`src/rtl/gpio_pkg.sv`:
```
// Shared definitions for the gpio_ctrl_v2 GPIO controller: register map,
// interrupt mode encoding and bus byte-lane helpers.
package gpio_pkg;

   localparam logic [3:0] GPIO_DIR      = 4'd0;
   localparam logic [3:0] GPIO_OUT      = 4'd1;
   localparam logic [3:0] GPIO_OUT_SET  = 4'd2;
   localparam logic [3:0] GPIO_OUT_CLR  = 4'd3;
   localparam logic [3:0] GPIO_IN       = 4'd4;
   localparam logic [3:0] GPIO_INT_EN   = 4'd5;
   localparam logic [3:0] GPIO_INT_TYPE = 4'd6;
   localparam logic [3:0] GPIO_INT_POL  = 4'd7;
   localparam logic [3:0] GPIO_INT_BOTH = 4'd8;
   localparam logic [3:0] GPIO_INT_STAT = 4'd9;
   localparam logic [3:0] GPIO_DB_PRESC = 4'd10;
   localparam logic [3:0] GPIO_OUT_TYPE = 4'd11;

   localparam int DB_PRESC_W = 16;

   typedef enum logic [2:0] {
      EDGE_POS,
      EDGE_NEG,
      EDGE_BOTH,
      LVL_HIGH,
      LVL_LOW
   } gpio_int_mode_e;

   // Level type takes priority; BOTH only matters for edge-type pins.
   function automatic gpio_int_mode_e int_mode(input logic level, input logic pol,
                                               input logic both);
      if (level) return pol ? LVL_HIGH : LVL_LOW;
      if (both) return EDGE_BOTH;
      return pol ? EDGE_POS : EDGE_NEG;
   endfunction

   function automatic logic [31:0] be_mask(input logic [3:0] be);
      return {{8{be[3]}}, {8{be[2]}}, {8{be[1]}}, {8{be[0]}}};
   endfunction

endpackage

```
`src/rtl/gpio_debounce.sv`:
```
// Pad input synchroniser plus per-pin debounce filter; the filter is only
// built when GPIO_DEBOUNCE_EN is defined, otherwise d is the synchronised input.
module gpio_debounce
   import gpio_pkg::*;
#(
   parameter int GPIO_W      = 32,
   parameter int SYNC_STAGES = 2,
   parameter int DB_CNT      = 3
) (
   input  logic              clk,
   input  logic              rst_n,
   input  logic              tick,
   input  logic              bypass,
   input  logic              clr,
   input  logic              load,
   input  logic [GPIO_W-1:0] raw,
   output logic [GPIO_W-1:0] sync,
   output logic [GPIO_W-1:0] d
);

   logic [GPIO_W-1:0] sync_q [SYNC_STAGES];

   always_ff @(posedge clk) begin
      if (!rst_n) begin
         for (int k = 0; k < SYNC_STAGES; k++) sync_q[k] <= '0;
      end else begin
         sync_q[0] <= raw;
         for (int k = 1; k < SYNC_STAGES; k++) sync_q[k] <= sync_q[k-1];
      end
   end

   assign sync = sync_q[SYNC_STAGES-1];

`ifdef GPIO_DEBOUNCE_EN
   localparam logic [3:0] CNT_LAST = 4'(DB_CNT - 1);

   logic [3:0]        cnt_q [GPIO_W];
   logic [GPIO_W-1:0] d_q;

   // A pin's counter only runs while its synchronised value disagrees with d.
   always_ff @(posedge clk) begin
      if (!rst_n) begin
         d_q <= '0;
         for (int i = 0; i < GPIO_W; i++) cnt_q[i] <= '0;
      end else begin
         for (int i = 0; i < GPIO_W; i++) begin
            if (load || bypass) begin
               d_q[i]   <= sync[i];
               cnt_q[i] <= '0;
            end else if (clr || (sync[i] == d_q[i])) begin
               cnt_q[i] <= '0;
            end else if (tick) begin
               if (cnt_q[i] == CNT_LAST) begin
                  d_q[i]   <= sync[i];
                  cnt_q[i] <= '0;
               end else begin
                  cnt_q[i] <= cnt_q[i] + 4'd1;
               end
            end
         end
      end
   end

   assign d = bypass ? sync : d_q;
`else
   logic unused_ctl;
   assign unused_ctl = ^{tick, bypass, clr, load, 4'(DB_CNT)};
   assign d = sync;
`endif

endmodule

```
`src/rtl/gpio_ctrl_v2.sv`:
```
// GPIO controller top: register-bus slave, pad output registers and interrupts.
// Optional debounce prescaler/filter and DB_PRESC register under GPIO_DEBOUNCE_EN.
module gpio_ctrl_v2
   import gpio_pkg::*;
#(
   parameter int GPIO_W      = 32,
   parameter int SYNC_STAGES = 2,
   parameter int DB_CNT      = 3
) (
   input  logic              mclk,
   input  logic              h_reset_n,
   input  logic              reg_cs,
   input  logic              reg_wr,
   input  logic [3:0]        reg_addr,
   input  logic [31:0]       reg_wdata,
   input  logic [3:0]        reg_be,
   output logic [31:0]       reg_rdata,
   output logic              reg_ack,
   output logic [GPIO_W-1:0] cfg_gpio_dir_sel,
   output logic [GPIO_W-1:0] cfg_gpio_out_type,
   input  logic [GPIO_W-1:0] pad_gpio_in,
   output logic [GPIO_W-1:0] pad_gpio_out,
   output logic [GPIO_W-1:0] gpio_intr,
   output logic              gpio_irq
);

   localparam logic [2:0] LOAD_END = 3'(SYNC_STAGES + 1);
   localparam logic [2:0] WIN_END  = 3'(SYNC_STAGES + 2);

   logic [GPIO_W-1:0] dir_q, out_q, out_type_q, pad_out_q;
   logic [GPIO_W-1:0] int_en_q, int_type_q, int_pol_q, int_both_q, int_stat_q;
   logic [GPIO_W-1:0] sync, d, prev_q, ev, wsel, w1c;
   logic [31:0]       wmask, wbits, rd_mux;
   logic [2:0]        st_q;
   logic              take, wr_en, load, ev_en;
   logic              tick, bypass, db_clr;

   function automatic logic [GPIO_W-1:0] upd(input logic [GPIO_W-1:0] old,
                                             input logic [31:0] m, input logic [31:0] b);
      return GPIO_W'((32'(old) & ~m) | b);
   endfunction

   assign take  = reg_cs & ~reg_ack;
   assign wr_en = take & reg_wr;
   assign wmask = be_mask(reg_be);
   assign wbits = reg_wdata & wmask;
   assign wsel  = GPIO_W'(wbits);
   assign w1c   = (wr_en && (reg_addr == GPIO_INT_STAT)) ? wsel : '0;

`ifdef GPIO_DEBOUNCE_EN
   logic [DB_PRESC_W-1:0] presc_q, presc_cnt_q;
   logic                  presc_wr;

   assign presc_wr = wr_en && (reg_addr == GPIO_DB_PRESC);
   assign bypass   = (presc_q == '0);
   assign tick     = !bypass && (presc_cnt_q == presc_q);
   assign db_clr   = presc_wr;

   always_ff @(posedge mclk) begin
      if (!h_reset_n) begin
         presc_q     <= '0;
         presc_cnt_q <= '0;
      end else begin
         if (presc_wr) presc_q <= DB_PRESC_W'((32'(presc_q) & ~wmask) | wbits);
         if (presc_wr || bypass || tick) presc_cnt_q <= '0;
         else presc_cnt_q <= presc_cnt_q + 1'b1;
      end
   end
`else
   assign bypass = 1'b1;
   assign tick   = 1'b0;
   assign db_clr = 1'b0;
`endif

   // Startup window: d follows sync directly and the first settling edge is ignored.
   always_ff @(posedge mclk) begin
      if (!h_reset_n) st_q <= '0;
      else if (st_q != WIN_END) st_q <= st_q + 3'd1;
   end

   assign load  = (st_q < LOAD_END);
   assign ev_en = (st_q == WIN_END);

   gpio_debounce #(
      .GPIO_W      (GPIO_W),
      .SYNC_STAGES (SYNC_STAGES),
      .DB_CNT      (DB_CNT)
   ) u_debounce (
      .clk    (mclk),
      .rst_n  (h_reset_n),
      .tick   (tick),
      .bypass (bypass),
      .clr    (db_clr),
      .load   (load),
      .raw    (pad_gpio_in),
      .sync   (sync),
      .d      (d)
   );

   always_comb begin
      ev = '0;
      for (int i = 0; i < GPIO_W; i++) begin
         case (int_mode(int_type_q[i], int_pol_q[i], int_both_q[i]))
            EDGE_POS:  ev[i] = d[i] & ~prev_q[i];
            EDGE_NEG:  ev[i] = ~d[i] & prev_q[i];
            EDGE_BOTH: ev[i] = d[i] ^ prev_q[i];
            LVL_HIGH:  ev[i] = d[i];
            LVL_LOW:   ev[i] = ~d[i];
            default:   ev[i] = 1'b0;
         endcase
      end
      if (!ev_en) ev = '0;
   end

   always_comb begin
      rd_mux = '0;
      case (reg_addr)
         GPIO_DIR:      rd_mux = 32'(dir_q);
         GPIO_OUT:      rd_mux = 32'(out_q);
         GPIO_IN:       rd_mux = 32'(d);
         GPIO_INT_EN:   rd_mux = 32'(int_en_q);
         GPIO_INT_TYPE: rd_mux = 32'(int_type_q);
         GPIO_INT_POL:  rd_mux = 32'(int_pol_q);
         GPIO_INT_BOTH: rd_mux = 32'(int_both_q);
         GPIO_INT_STAT: rd_mux = 32'(int_stat_q);
`ifdef GPIO_DEBOUNCE_EN
         GPIO_DB_PRESC: rd_mux = 32'(presc_q);
`endif
         GPIO_OUT_TYPE: rd_mux = 32'(out_type_q);
         default:       rd_mux = '0;
      endcase
   end

   always_ff @(posedge mclk) begin
      if (!h_reset_n) begin
         reg_ack    <= 1'b0;
         reg_rdata  <= '0;
         dir_q      <= '0;
         out_q      <= '0;
         out_type_q <= '0;
         pad_out_q  <= '0;
         int_en_q   <= '0;
         int_type_q <= '0;
         int_pol_q  <= '0;
         int_both_q <= '0;
      end else begin
         reg_ack   <= take;
         reg_rdata <= (take && !reg_wr) ? rd_mux : '0;
         pad_out_q <= out_q;
         if (wr_en) begin
            case (reg_addr)
               GPIO_DIR:      dir_q      <= upd(dir_q, wmask, wbits);
               GPIO_OUT:      out_q      <= upd(out_q, wmask, wbits);
               GPIO_OUT_SET:  out_q      <= out_q | wsel;
               GPIO_OUT_CLR:  out_q      <= out_q & ~wsel;
               GPIO_INT_EN:   int_en_q   <= upd(int_en_q, wmask, wbits);
               GPIO_INT_TYPE: int_type_q <= upd(int_type_q, wmask, wbits);
               GPIO_INT_POL:  int_pol_q  <= upd(int_pol_q, wmask, wbits);
               GPIO_INT_BOTH: int_both_q <= upd(int_both_q, wmask, wbits);
               GPIO_OUT_TYPE: out_type_q <= upd(out_type_q, wmask, wbits);
               default: ;
            endcase
         end
      end
   end

   // A new event on the same bit as a W1C keeps the bit set.
   always_ff @(posedge mclk) begin
      if (!h_reset_n) begin
         int_stat_q <= '0;
         prev_q     <= '0;
      end else begin
         int_stat_q <= (int_stat_q & ~w1c) | ev;
         prev_q     <= d;
      end
   end

   assign cfg_gpio_dir_sel  = dir_q;
   assign cfg_gpio_out_type = out_type_q;
   assign pad_gpio_out      = pad_out_q;
   assign gpio_intr         = int_stat_q & int_en_q;
   assign gpio_irq          = |gpio_intr;

endmodule

```
`config.mk`:
```
export PLATFORM = sky130hd
export DESIGN_NAME = gpio_ctrl_v2
export DESIGN_NICKNAME = d
export VERILOG_FILES = /design/src/rtl/gpio_pkg.sv /design/src/rtl/gpio_debounce.sv /design/src/rtl/gpio_ctrl_v2.sv
export SDC_FILE = /design/constraint.sdc
export NUM_CORES = 1
export LEC_CHECK = 0
export ABC_CLOCK_PERIOD_IN_PS = 2500
export BUFFER_PORTS_ARGS = -buffer_cell sky130_fd_sc_hd__buf_2
export CAP_MARGIN = 20
export CORE_MARGIN = 2
export CORE_UTILIZATION = 52
export DETAILED_ROUTE_END_ITERATION = 12
export PLACE_DENSITY = 0.83
export SYNTH_ARGS = -nofsm -noshare
export SYNTH_HDL_FRONTEND = slang
export SYNTH_SLANG_ARGS = --single-unit
```
`constraint.sdc`:
```
create_clock -name mclk -period 2.5 [get_ports mclk]
set_clock_uncertainty 0.05 [all_clocks]
set_input_delay 0.75 -clock mclk [delete_from_list [all_inputs] [get_ports mclk]]
set_output_delay 0.75 -clock mclk [all_outputs]
set_load 0.03 [all_outputs]
```
# Word-level counts from Yosys, hierarchy flattened
# Memories as Yosys holds them, arrays and structs flattened.
# Cells that the tools add are included.
[word_totals]
ramBits = 64
inputBits = 76
ff_bits = 356
out_inout_bits = 162
n_memories = 1
elab_cells = 717
[classes]
muxes = 328
reduce_logical = 46
addsub = 1
n_eq_ne = 140
bitwise = 188
[memory_table]
columns = ["memory", "depth", "width", "rd", "rd_ports_with_merged_regs", "write_ports", "line_no", "rtl"]
rows = [
  ["u_debounce.sync_q", 2, 32, 2, 0, 2, "gpio_debounce.sv:21", "logic [GPIO_W-1:0] sync_q [SYNC_STAGES];"],
]
[op_table]
columns = ["operator", "n"]
rows = [
  ["$mux W3", 160],
  ["$and A32 B32 Y32", 11],
  ["$or A32 B32 Y32", 9],
  ["$pmux W32 S9", 1],
  ["$eq A3 B2 Y1 const B", 64],
  ["$pmux W1 S5", 32],
  ["$mux W1", 130],
  ["$mux W32", 4],
  ["$eq A3 B3 Y1 const B", 33],
  ["$eq A3 B1 Y1 const B", 32],
  ["$logic_not A3 Y1", 32],
  ["$not A32 Y32", 3],
  ["$pmux W32 S3", 1],
  ["$and A1 B1 Y1", 66],
  ["$not A1 Y1", 65],
  ["$reduce_or A32 Y1", 1],
  ["$xor A1 B1 Y1", 32],
  ["$eq A4 B3 Y1 const B", 4],
  ["$reduce_and A2 Y1", 8],
  ["$eq A4 B4 Y1 const B", 3],
  ["$eq A4 B2 Y1 const B", 2],
  ["$eq A4 B1 Y1 const B", 1],
  ["$logic_not A4 Y1", 1],
  ["$add A3 B1 Y3 const B", 1],
  ["5 further kinds", 7],
]

# Depth between registers and ports, before layout
[depth]
ltp_word = 9
ltp_mapped = 7
mapped_depth_nobuf = 6

# Hierarchy
# Synthesis repeated with hierarchy kept, for this count alone.
[unflattened]
hier_cells = 1956
area_unflattened_um2 = 18961.9
[by_module_without_submodules]
columns = ["module", "area_each_um2", "instances", "cells_per_inst"]
rows = [
  ["gpio_ctrl_v2", 16689.8, 1, 1758],
  ["gpio_debounce", 2272.2, 1, 198],
]

# Least setup slack after synthesis
# OpenSTA, ideal clock, no wires.
[synth_path]
path_type = "register to output"
from = "reg int_stat_q[27]"
to = "out gpio_irq"
n_path_buf = 0
slack_ns = -0.455
required_ns = 1.700
arrival_time_ns = 2.155
stages_incl_launch_ff = 5
path_cell_list = "dfxtp_1 > and2_1 > or4_1 > or4_1 > or4_1"
[synth_via]
elab_chain_cells = 2
[synth_rtl]
columns = ["element", "line_no", "rtl"]
rows = [
  ["from (decl)", "gpio_ctrl_v2.sv:31", "logic [GPIO_W-1:0] int_en_q, int_type_q, int_pol_q, int_both_q, int_stat_q;"],
  ["from (signal assigned)", "gpio_ctrl_v2.sv:173", "int_stat_q <= (int_stat_q & ~w1c) | ev;"],
  ["$and A32 B32 Y32", "gpio_ctrl_v2.sv:181", "assign gpio_intr = int_stat_q & int_en_q;"],
  ["named net gpio_intr[27]", "gpio_ctrl_v2.sv:23", "output logic [GPIO_W-1:0] gpio_intr,"],
  ["$reduce_or A32 Y1", "gpio_ctrl_v2.sv:182", "assign gpio_irq = |gpio_intr;"],
  ["to (decl)", "gpio_ctrl_v2.sv:24", "output logic gpio_irq"],
]
# The timed path passes the listed nets, and every way through them passes these cells.

# Worst setup path after layout
[layout_path]
from = "reg int_stat_q[5]"
to = "out gpio_irq"
[layout_via]
elab_chain_cells = 2
[layout_rtl]
columns = ["element", "line_no"]
rows = [
  ["$and A32 B32 Y32", "gpio_ctrl_v2.sv:181"],
  ["$reduce_or A32 Y1", "gpio_ctrl_v2.sv:182"],
]
# No other way between the ends.

==> flow_metrics.tcl <==
set metrics [dict create \
    syn_inst 1936 \
    finalCriticalPeriod_ps 3570 \
    path_clk_slew_ps 60 \
    clockRootBuffer "clkbuf_16" \
    wl_per_cell_um 21.5 \
    die_h_um 192 \
    insertion_delay_ps 580 \
    via_count 16513 \
    routed_wl_um 59000 \
    start_util 0.530 \
    crit_fanout 2 \
    dieWidth_um 192 \
    drc 0 \
    cellPowerDensity_nw_per_um2 622 \
    pwr-share-seq 0.483 \
    pin_count 238 \
    synth_edf_count 0 \
    total_power_mw 14.2 \
    fill_cells 2652 \
    internal-power_mw 10.9 \
    grt-ovfl-total 0 \
    stdcell_area_um2 22800 \
    grt_pass1_wl_um 89400 \
    reg2reg_slack_ps 660 \
    violations "setup timing" \
    grt_max_degree 116 \
    yosysWarnings 0 \
    worst_slew_pin_slew_ps 556 \
    hpwl_um 39500 \
    finalSetupTns_ps -1070 \
    ys.flop_type "dfxtp_1" \
    reg2regPathDepth 6 \
    max_freq_mhz 280 \
    crit_type "register to output pin" \
    cp-end-kind "output pin" \
    numCtsBuffers 43 \
    finalWorstSetupSlack_ps -1070 \
    min_period_over_period 1.43 \
    synth_seq_cells 420 \
    syn_to_final_growth_pct 24.1 \
    min_path_cells 2 \
    final_nets 2398 \
    num_rows 68 \
    grt_pass1_vias 16276 \
    grtUsageTotal 0.314 \
    min_from "pad_gpio_in[5]" \
    hp-class "input pin to register" \
    syn_nets 2078 \
    rsz0062_at_grt "true" \
    clockBufferDepth 3 \
    htreeDepth 2 \
    power.leakage_nw 9.12 \
    max_slew_margin 0.629 \
    antenna_found_initial 4 \
    min_to "u_debounce.sync_q[0][5]" \
    syn_area_um2 18400 \
    comb_power_share 0.056 \
    slew_viol_final 0 \
    portBuffers 237 \
    hold_viol_final 0 \
    dpl_cell_area_um2 21400 \
    firstDrtPassIters 7 \
    outcome "finished, violations left" \
    routed_via_density 6.02 \
    gp_congestion 0.947 \
    setup_viol 1 \
    first_iter_violations 1886 \
    whs_ps 323 \
    ant_nets 0 \
    power.clock.fraction 0.461 \
    switching_share 0.231 \
    maxCapViolCount 0 \
    multi_input_area_um2 9240 \
    coreArea_um2 34700 \
    yosysUniqueCellTypes 38 \
    synth-seq-area-share 0.457 \
    seqCellArea_um2 8410 \
    avgSynthCellArea_um2 9.50 \
    design.die.area_um2 36900 \
    reg2reg_from "reg_ack" \
    synthArstFlopShare 0 \
    p_switching_mw 3.29 \
    clock-sinks 420 \
    critPathArrivalTime_ps 2770 \
    peakVddDrop_mv 0.504 \
    required_ps 1700 \
    cts_tree "yes" \
    layout-drive-gt1-share 0.247 \
    cp-start-kind "register" \
]
==> layer usage <==
metal / part of all wire / vias to the layer above / GRT usage
met1: 0.38 / 7689 / 0.388
met3: 0.12 / 264 / 0.0745
met2: 0.45 / 1165 / 0.503
met5: 0 / - / 0
li1: - / 7395 / -
met4: 0.054 / 0 / 0.174
==> synthesized netlist by cell type, types with 5 or more instances <==
master | number | area share
inv_1 | 68 | 0.014
o21ai_0 | 193 | 0.053
mux2_2 | 32 | 0.020
a22o_1 | 32 | 0.015
a21oi_1 | 65 | 0.018
xnor2_1 | 33 | 0.016
nand2_1 | 132 | 0.027
buf_2 | 14 | 0.0038
o21a_1 | 64 | 0.026
a31oi_1 | 33 | 0.011
a22oi_1 | 32 | 0.013
nand4b_1 | 6 | 0.0029
a222oi_1 | 32 | 0.017
or4_1 | 10 | 0.0041
clkbuf_1 | 143 | 0.029
mux2i_1 | 128 | 0.070
nand3_1 | 5 | 0.0014
dfxtp_1 | 420 | 0.46
ha_1 | 66 | 0.045
and2_1 | 159 | 0.054
nor2_1 | 9 | 0.0018
nor2b_1 | 133 | 0.045
a221oi_1 | 32 | 0.015
a21boi_0 | 65 | 0.027
==> how the worst max path moves through the flow <==
stage                to  cells past startpoint           from  slack, ps
6_report       gpio_irq                      5  int_stat_q[5]      -1070
3_5_place_dp   gpio_irq                      5  int_stat_q[7]       -520
2_1_floorplan  gpio_irq                      4       register       -280
5_1_grt        gpio_irq                      5  int_stat_q[5]      -1060
3_3_place_gp   gpio_irq                      5  int_stat_q[7]       -500
4_1_cts        gpio_irq                      5  int_stat_q[7]      -1050
==> power groups by stage <==
stage          registers [mW]  clock network, mW  logic, mW
6_report                 6.85               6.55      0.793
5_1_grt                  6.86               6.86      0.843
4_1_cts                  6.85               6.62      0.772
3_5_place_dp             7.00                  0      0.767
3_3_place_gp             6.99                  0      0.738
2_1_floorplan            6.99                  0      0.444
==> kinds of logic after synthesis <==
kind of cell               after synthesis  share of synthesized area
AOI/OAI and AO/OA                      550                      0.196
xor gates and xnor gates                34                     0.0162
adders and majority gates               66                     0.0449
buffers and inverters                  225                     0.0469
DFF                                    420                      0.457
muxes                                  160                     0.0893
and+or+nand+nor                        481                      0.149
==> cells in the final DEF (no fill, tap or decap), types with 10 or more instances in the layout <==
| cell | synthesis | routed |
|---|---|---|
| and2_1 | 159 | 151 |
| a221oi_1 | 32 | 32 |
| a31oi_1 | 33 | 33 |
| xnor2_1 | 33 | 33 |
| mux2i_1 | 128 | 128 |
| a21boi_0 | 65 | 65 |
| nor2b_1 | 133 | 133 |
| inv_1 | 68 | 68 |
| ha_1 | 66 | 66 |
| buf_12 | 0 | 20 |
| buf_2 | 14 | 235 |
| o21ai_0 | 193 | 193 |
| dfxtp_1 | 420 | 419 |
| nand2_1 | 132 | 132 |
| mux2_2 | 32 | 32 |
| a21oi_1 | 65 | 65 |
| o21a_1 | 64 | 64 |
| and2_4 | 2 | 10 |
| a22oi_1 | 32 | 32 |
| clkbuf_16 | 0 | 44 |
| a222oi_1 | 32 | 32 |
| buf_4 | 0 | 175 |
| a22o_1 | 32 | 32 |
==> worst max-delay path: stages (launching register included) <==
cell and delay (ps):
dfxtp_1 310, and2_4 160, or4_4 560, or4_4 460, or4_4 540, buf_8 160
==> stage by stage <==
step	std cells	utilization	setup WS, ps
after floorplan	1936	-	-279
after global placement	2666	0.615	-501
after detailed placement	2666	0.615	-521
after CTS	2741	0.657	-1050
after global routing	2744	0.657	-1060
final	2745	0.657	-1070
==> what timing repair did <==
| action | 4_1_cts | 5_1_grt |
|---|---|---|
| setup buffers | 0 | 0 |
| endpoints found under the hold margin | 0 | 0 |
| pin swaps | 0 | 2 |
| gates resized for setup | 7 | 3 |
| setup endpoints to repair | 1 | 1 |
| hold buffers | 0 | 0 |
==> layout make-up <==
type	count	area share
tap	455	0.0249
multi-input combinational	1291	0.405
antenna	4	0.000439
timing repair buffer	432	0.128
clock inverter	16	0.00905
sequential	420	0.368
clock buffer	59	0.0533
inverter	68	0.0112
No activity file was read; power rests on OpenSTA's default activity.
